--- src/rtl/mem_copy_engine.sv ---
// mem_copy_engine: byte-wise block copy over a single-port memory interface.
// Each byte takes a READ cycle (address = source, capture data) followed by
// a WRITE cycle (address = destination, strobe write enable).
module mem_copy_engine #(
    parameter int unsigned ADDR_W = 8,
    parameter int unsigned DATA_W = 8
) (
    input  logic              clk,
    input  logic              reset,
    input  logic              start,
    input  logic [ADDR_W-1:0] src_addr,
    input  logic [ADDR_W-1:0] dst_addr,
    input  logic [ADDR_W-1:0] length,
    input  logic [DATA_W-1:0] mem_data_in,
    output logic [ADDR_W-1:0] mem_address,
    output logic [DATA_W-1:0] mem_data_out,
    output logic              mem_write_enable,
    output logic              busy,
    output logic              done
);

    typedef enum logic [1:0] {
        IDLE  = 2'd0,
        READ  = 2'd1,
        WRITE = 2'd2,
        DONE  = 2'd3
    } state_t;

    state_t            state;
    state_t            state_next;

    logic [ADDR_W-1:0] src_ptr;
    logic [ADDR_W-1:0] src_ptr_d;
    logic [ADDR_W-1:0] dst_ptr;
    logic [ADDR_W-1:0] dst_ptr_d;
    logic [ADDR_W-1:0] remaining;
    logic [ADDR_W-1:0] remaining_d;
    logic [ADDR_W-1:0] mem_address_d;
    logic [DATA_W-1:0] buffer;
    logic [DATA_W-1:0] buffer_d;
    logic              busy_d;
    logic              done_d;
    logic              write_enable_d;

    // State register
    always_ff @(posedge clk or posedge reset) begin
        if (reset) begin
            state <= IDLE;
        end else begin
            state <= state_next;
        end
    end

    // Next-state, datapath updates and next values of the registered outputs
    always_comb begin
        state_next    = state;
        src_ptr_d     = src_ptr;
        dst_ptr_d     = dst_ptr;
        remaining_d   = remaining;
        buffer_d      = buffer;
        mem_address_d = mem_address;

        case (state)
            IDLE: begin
                if (start) begin
                    src_ptr_d   = src_addr;
                    dst_ptr_d   = dst_addr;
                    remaining_d = length;
                    state_next  = (length == ADDR_W'(0)) ? DONE : READ;
                end
            end
            READ: begin
                buffer_d   = mem_data_in;
                src_ptr_d  = src_ptr + ADDR_W'(1);
                state_next = WRITE;
            end
            WRITE: begin
                dst_ptr_d   = dst_ptr + ADDR_W'(1);
                remaining_d = remaining - ADDR_W'(1);
                state_next  = (remaining == ADDR_W'(1)) ? DONE : READ;
            end
            DONE: begin
                state_next = IDLE;
            end
            default: begin
                state_next = IDLE;
            end
        endcase

        // Address follows the pointer owned by the upcoming state; holds otherwise
        if (state_next == READ) begin
            mem_address_d = src_ptr_d;
        end else if (state_next == WRITE) begin
            mem_address_d = dst_ptr_d;
        end

        busy_d         = (state_next == READ) || (state_next == WRITE);
        done_d         = (state_next == DONE);
        write_enable_d = (state_next == WRITE);
    end

    // Datapath and output registers
    always_ff @(posedge clk or posedge reset) begin
        if (reset) begin
            src_ptr          <= '0;
            dst_ptr          <= '0;
            remaining        <= '0;
            buffer           <= '0;
            mem_address      <= '0;
            busy             <= 1'b0;
            done             <= 1'b0;
            mem_write_enable <= 1'b0;
        end else begin
            src_ptr          <= src_ptr_d;
            dst_ptr          <= dst_ptr_d;
            remaining        <= remaining_d;
            buffer           <= buffer_d;
            mem_address      <= mem_address_d;
            busy             <= busy_d;
            done             <= done_d;
            mem_write_enable <= write_enable_d;
        end
    end

    // Write data is always the captured byte
    assign mem_data_out = buffer;

endmodule

--- config.mk ---
export PLATFORM = sky130hd
export DESIGN_NAME = mem_copy_engine
export DESIGN_NICKNAME = d
export VERILOG_FILES = /design/src/rtl/mem_copy_engine.sv
export SDC_FILE = /design/constraint.sdc
export NUM_CORES = 1
export LEC_CHECK = 0
export CORE_UTILIZATION = 46
export DETAILED_ROUTE_END_ITERATION = 16
export GPL_ROUTABILITY_DRIVEN = 0
export PLACE_DENSITY = 0.75
export SYNTH_ARGS = -nofsm -noshare
export SYNTH_HDL_FRONTEND = slang
export SYNTH_SLANG_ARGS = --single-unit
--- constraint.sdc ---
create_clock -name clk -period 3.6 [get_ports clk]
set_input_delay 1.08 -clock clk [delete_from_list [all_inputs] [get_ports clk]]
set_output_delay 1.08 -clock clk [all_outputs]
set_load 0.01 [all_outputs]
==> results of run 1 <==
==> metrics by stage <==
stage | setup WS, ns | power (mW) | instances | util, %
5_1_grt | 0.2448 | 2.506 | 389 | 62.24
6_report | 0.3374 | 2.345 | 389 | 62.24
2_1_floorplan | 0.3069 | 1.603 | 258 | -
4_1_cts | 0.3626 | 2.341 | 389 | 62.24
3_5_place_dp | 0.05110 | 2.043 | 383 | 60.81
3_3_place_gp | 0.1199 | 2.009 | 383 | 60.81
==> final timing paths <==
| path | to | depth (start not counted) | slack (ns) | startpoint |
|---|---|---|---|---|
| worst min-delay path | mem_data_out[3]$_DFFE_PP0P_ | 2 | 0.48 | mem_data_out[3]$_DFFE_PP0P_ |
| min in group asynchronous | mem_data_out[0]$_DFFE_PP0P_ | 3 | 1.23 | reset |
| worst max-delay path | mem_address[7]$_DFFE_PP0P_ | 10 | 0.34 | start |
| worst max register to register | mem_address[7]$_DFFE_PP0P_ | 9 | 0.73 | remaining[2]$_DFFE_PP0P_ |
| max in group asynchronous | mem_data_out[7]$_DFFE_PP0P_ | 3 | 1.98 | reset |
| worst min register to register | mem_data_out[3]$_DFFE_PP0P_ | 2 | 0.48 | mem_data_out[3]$_DFFE_PP0P_ |
==> synth_stat cells, types with 4 or more instances <==
cell type  number
dfrtp_1        45
nand2_1        36
a21oi_1        15
o21ai_0        13
nor2_1         11
nand2b_1       10
nand3_1        10
ha_1            8
inv_1           8
nor2b_1         7
buf_2           5
nor4_1          5
a31oi_1         4
and2_1          4
nor3_1          4
o211a_1         4
o221a_2         4
o22ai_1         4
==> kinds of logic (layout without fill, tap and decap cells) <==
| logic type | after synthesis | in the layout | share of synthesized area, % |
|---|---|---|---|
| buffers and inverters | 20 | 81 | 3.896 |
| AOI/OAI and AO/OA | 73 | 73 | 21.66 |
| adders and majority gates | 8 | 8 | 4.049 |
| and+or+nand+nor | 110 | 110 | 23.99 |
| DFF | 45 | 45 | 45.55 |
| muxes | 2 | 2 | 0.8603 |
==> worst max-delay path, delay by kind of cell <==
| family | cells | cell delay, ns |
|---|---|---|
| simple gates | 5 | 1.28 |
| buf+inv | 2 | 0.56 |
| compound gates | 2 | 0.27 |
| fa+ha+maj | 1 | 0.26 |
==> routing by layer <==
metal | GRT usage (%) | wire length (um)
met3 | 6.217 | 459
met1 | 32.34 | 2994
met4 | 8.848 | 157
met5 | 0 | 0
met2 | 39.68 | 2941
==> sequential cells by signal, summed over array words and instances (netlist names) <==
signal and count:
src_ptr 8, busy 1, state 2, mem_data_out 8, done 1, remaining 8, dst_ptr 8, mem_write_enable 1
mem_address 8
==> power by group through the flow <==
stage	clock network (mW)	logic (mW)	registers, mW
2_1_floorplan	0	0.685	0.918
3_3_place_gp	0	1.09	0.918
3_5_place_dp	0	1.12	0.924
4_1_cts	0.301	1.12	0.917
5_1_grt	0.313	1.24	0.951
6_report	0.297	1.12	0.925
==> area by class of cell <==
type | instances | area (um2) | share of cell area (%)
clock inverters | 1 | 5.005 | 0.1564
repair buffers | 66 | 628.1 | 19.63
well taps | 70 | 87.58 | 2.738
clock buffers | 5 | 68.82 | 2.151
multi-input cells | 193 | 1250 | 39.07
flip-flops and latches | 45 | 1126 | 35.20
inverters | 9 | 33.78 | 1.056
==> results.py, run 1 <==
metrics = {
    "synth": {
        "ys_seq_area_share_pct": 45.55,
        "synth_edf_count": 0,
        "synth_nets": 301,
        "yosys.area.top_type_share_pct": 45.55,
        "synthArstFlopShare_pct": 100.0,
        "yosysUniqueCellTypes": 57,
        "syn_inst": 258,
        "yosys_register_bits": 45,
        "synthesis.area_um2": 2472,
        "syn_area_per_cell_um2": 9.583,
        "ys_warn_count": 0,
        "yosys_most_used_dff": "dfrtp_1",
        "synth_area_leader_cell": "dfrtp_1",
        "synth.area.top_cells": "dfrtp_1 46%, nand2_1 5.5%, ha_1 4.0%, a21oi_1 3.0%, o21ai_0 2.6%",
    },
    "floorplanning": {
        "io_pins": 54,
        "fp.dieH_um": 75.31,
        "start_util_pct": 48.10,
        "rows": 26,
        "dieArea_um2": 5672,
        "die_x_um": 75.31,
        "core_um2": 5140,
    },
    "finish": {
        "num_antenna_cells": 0,
        "drive_above_1_share_pct": 10.66,
        "layout_common_cells": "53 x clkdlybuf4s50_1, 45 x dfrtp_1, 36 x nand2_1",
        "nets": 363,
        "synthToLayoutAreaGrowth_pct": 29.40,
        "mostFrequentLayoutCell": "clkdlybuf4s50_1",
        "fin_area_um2": 3199,
        "fillers": 464,
    },
    "critical_path": {
        "crit_top_cell": "nand2_1",
        "cp-start-kind": "input pin",
        "path_class": "in -> reg",
        "cp.required_ns": 3.79,
        "path_cells": "clkdlybuf4s50_1 -> or3b_1 -> nor2_1 -> a31oi_1 -> nand2_1 -> ha_1 -> inv_1 -> nand2_1 -> or4_1 -> o221a_1",
        "cp_slowest_cell": "or4_1",
        "worst_setup_path_end_kind": "flop",
        "cp_slowest_stage_delay_ns": 0.56,
        "arrival_ns": 3.45,
        "crit_fanout": 3,
    },
    "place": {
        "placed_cell_area_um2": 3126,
        "port_buffers": 53,
        "dp_hpwl_mm": 4.624,
    },
    "status": {
        "status": "finished clean",
    },
    "pwr": {
        "powerDensity_nw_per_um2": 732.9,
        "p_switching_uw": 920.6,
        "switching_share_pct": 39.26,
        "combPwrFrac_pct": 47.9,
        "p_int_mw": 1.424,
        "vdd_drop_max_mv": 0.4689,
        "clock_power_share_pct": 12.7,
        "leakagePower_nw": 1.357,
        "seq_power_share_pct": 39.4,
    },
    "global_routing": {
        "antenna_found_initial": 0,
        "grt_max_degree": 46,
        "grt_first_pass_wirelength_mm": 10.34,
        "track_usage_pct": 24.62,
        "grt_pass1_vias": 2133,
        "grt_overflow": 0,
    },
    "sta": {
        "maxSlewHeadroom_pct": 58.39,
        "hold_viol_final": 0,
        "grt_setup_unrepaired": "no",
        "fmax_mhz": 306.5,
        "min_period_over_period_pct": 90.63,
        "finalCriticalPeriod_ns": 3.263,
        "final-setup-viol-count": 0,
        "setup_tns_ns": 0,
        "tightestPinTransition_ns": 0.6193,
        "clock_skew_ns": 0.005346,
        "maxSlewViolCount": 0,
        "hold_ws_ns": 0.4808,
    },
    "job": {
        "cap_violations": 0,
    },
    "cts": {
        "cts_tree": "built",
        "cts_hold_buf": 0,
        "root_buffer": "clkbuf_8",
        "cts_buffers": 5,
        "clock-sinks": 45,
        "clkTransAtPathRegs_ns": 0.08,
        "postCtsSetupRepairBufs": 0,
        "cts_resized": 0,
        "clk_path_buf_depth": 2,
        "clk_latency_ns": 0.30,
        "htree_levels": 2,
    },
    "min_path": {
        "hold_path_class": "reg -> reg",
    },
    "route": {
        "vias_per_cell": 5.859,
        "finalWirelength_mm": 6.553,
        "vias": 2279,
        "first_pass_iters": 4,
        "antenna_left": 0,
        "route.detailed.drc": 0,
        "drt_iter0_markers": 123,
        "wl_per_cell_um": 16.85,
    },
}
Note: power is estimated with default switching activity, not from simulation.
==> inputs of run 2 (changes only) <==
--- a/config.mk
+++ b/config.mk
@@ -7,7 +7,6 @@
 export LEC_CHECK = 0
 export CORE_UTILIZATION = 46
 export DETAILED_ROUTE_END_ITERATION = 16
-export GPL_ROUTABILITY_DRIVEN = 0
 export PLACE_DENSITY = 0.75
 export SYNTH_ARGS = -nofsm -noshare
 export SYNTH_HDL_FRONTEND = slang
==> results of run 2 <==
No change in the layout: final DEF, timing and power equal those of run 1.
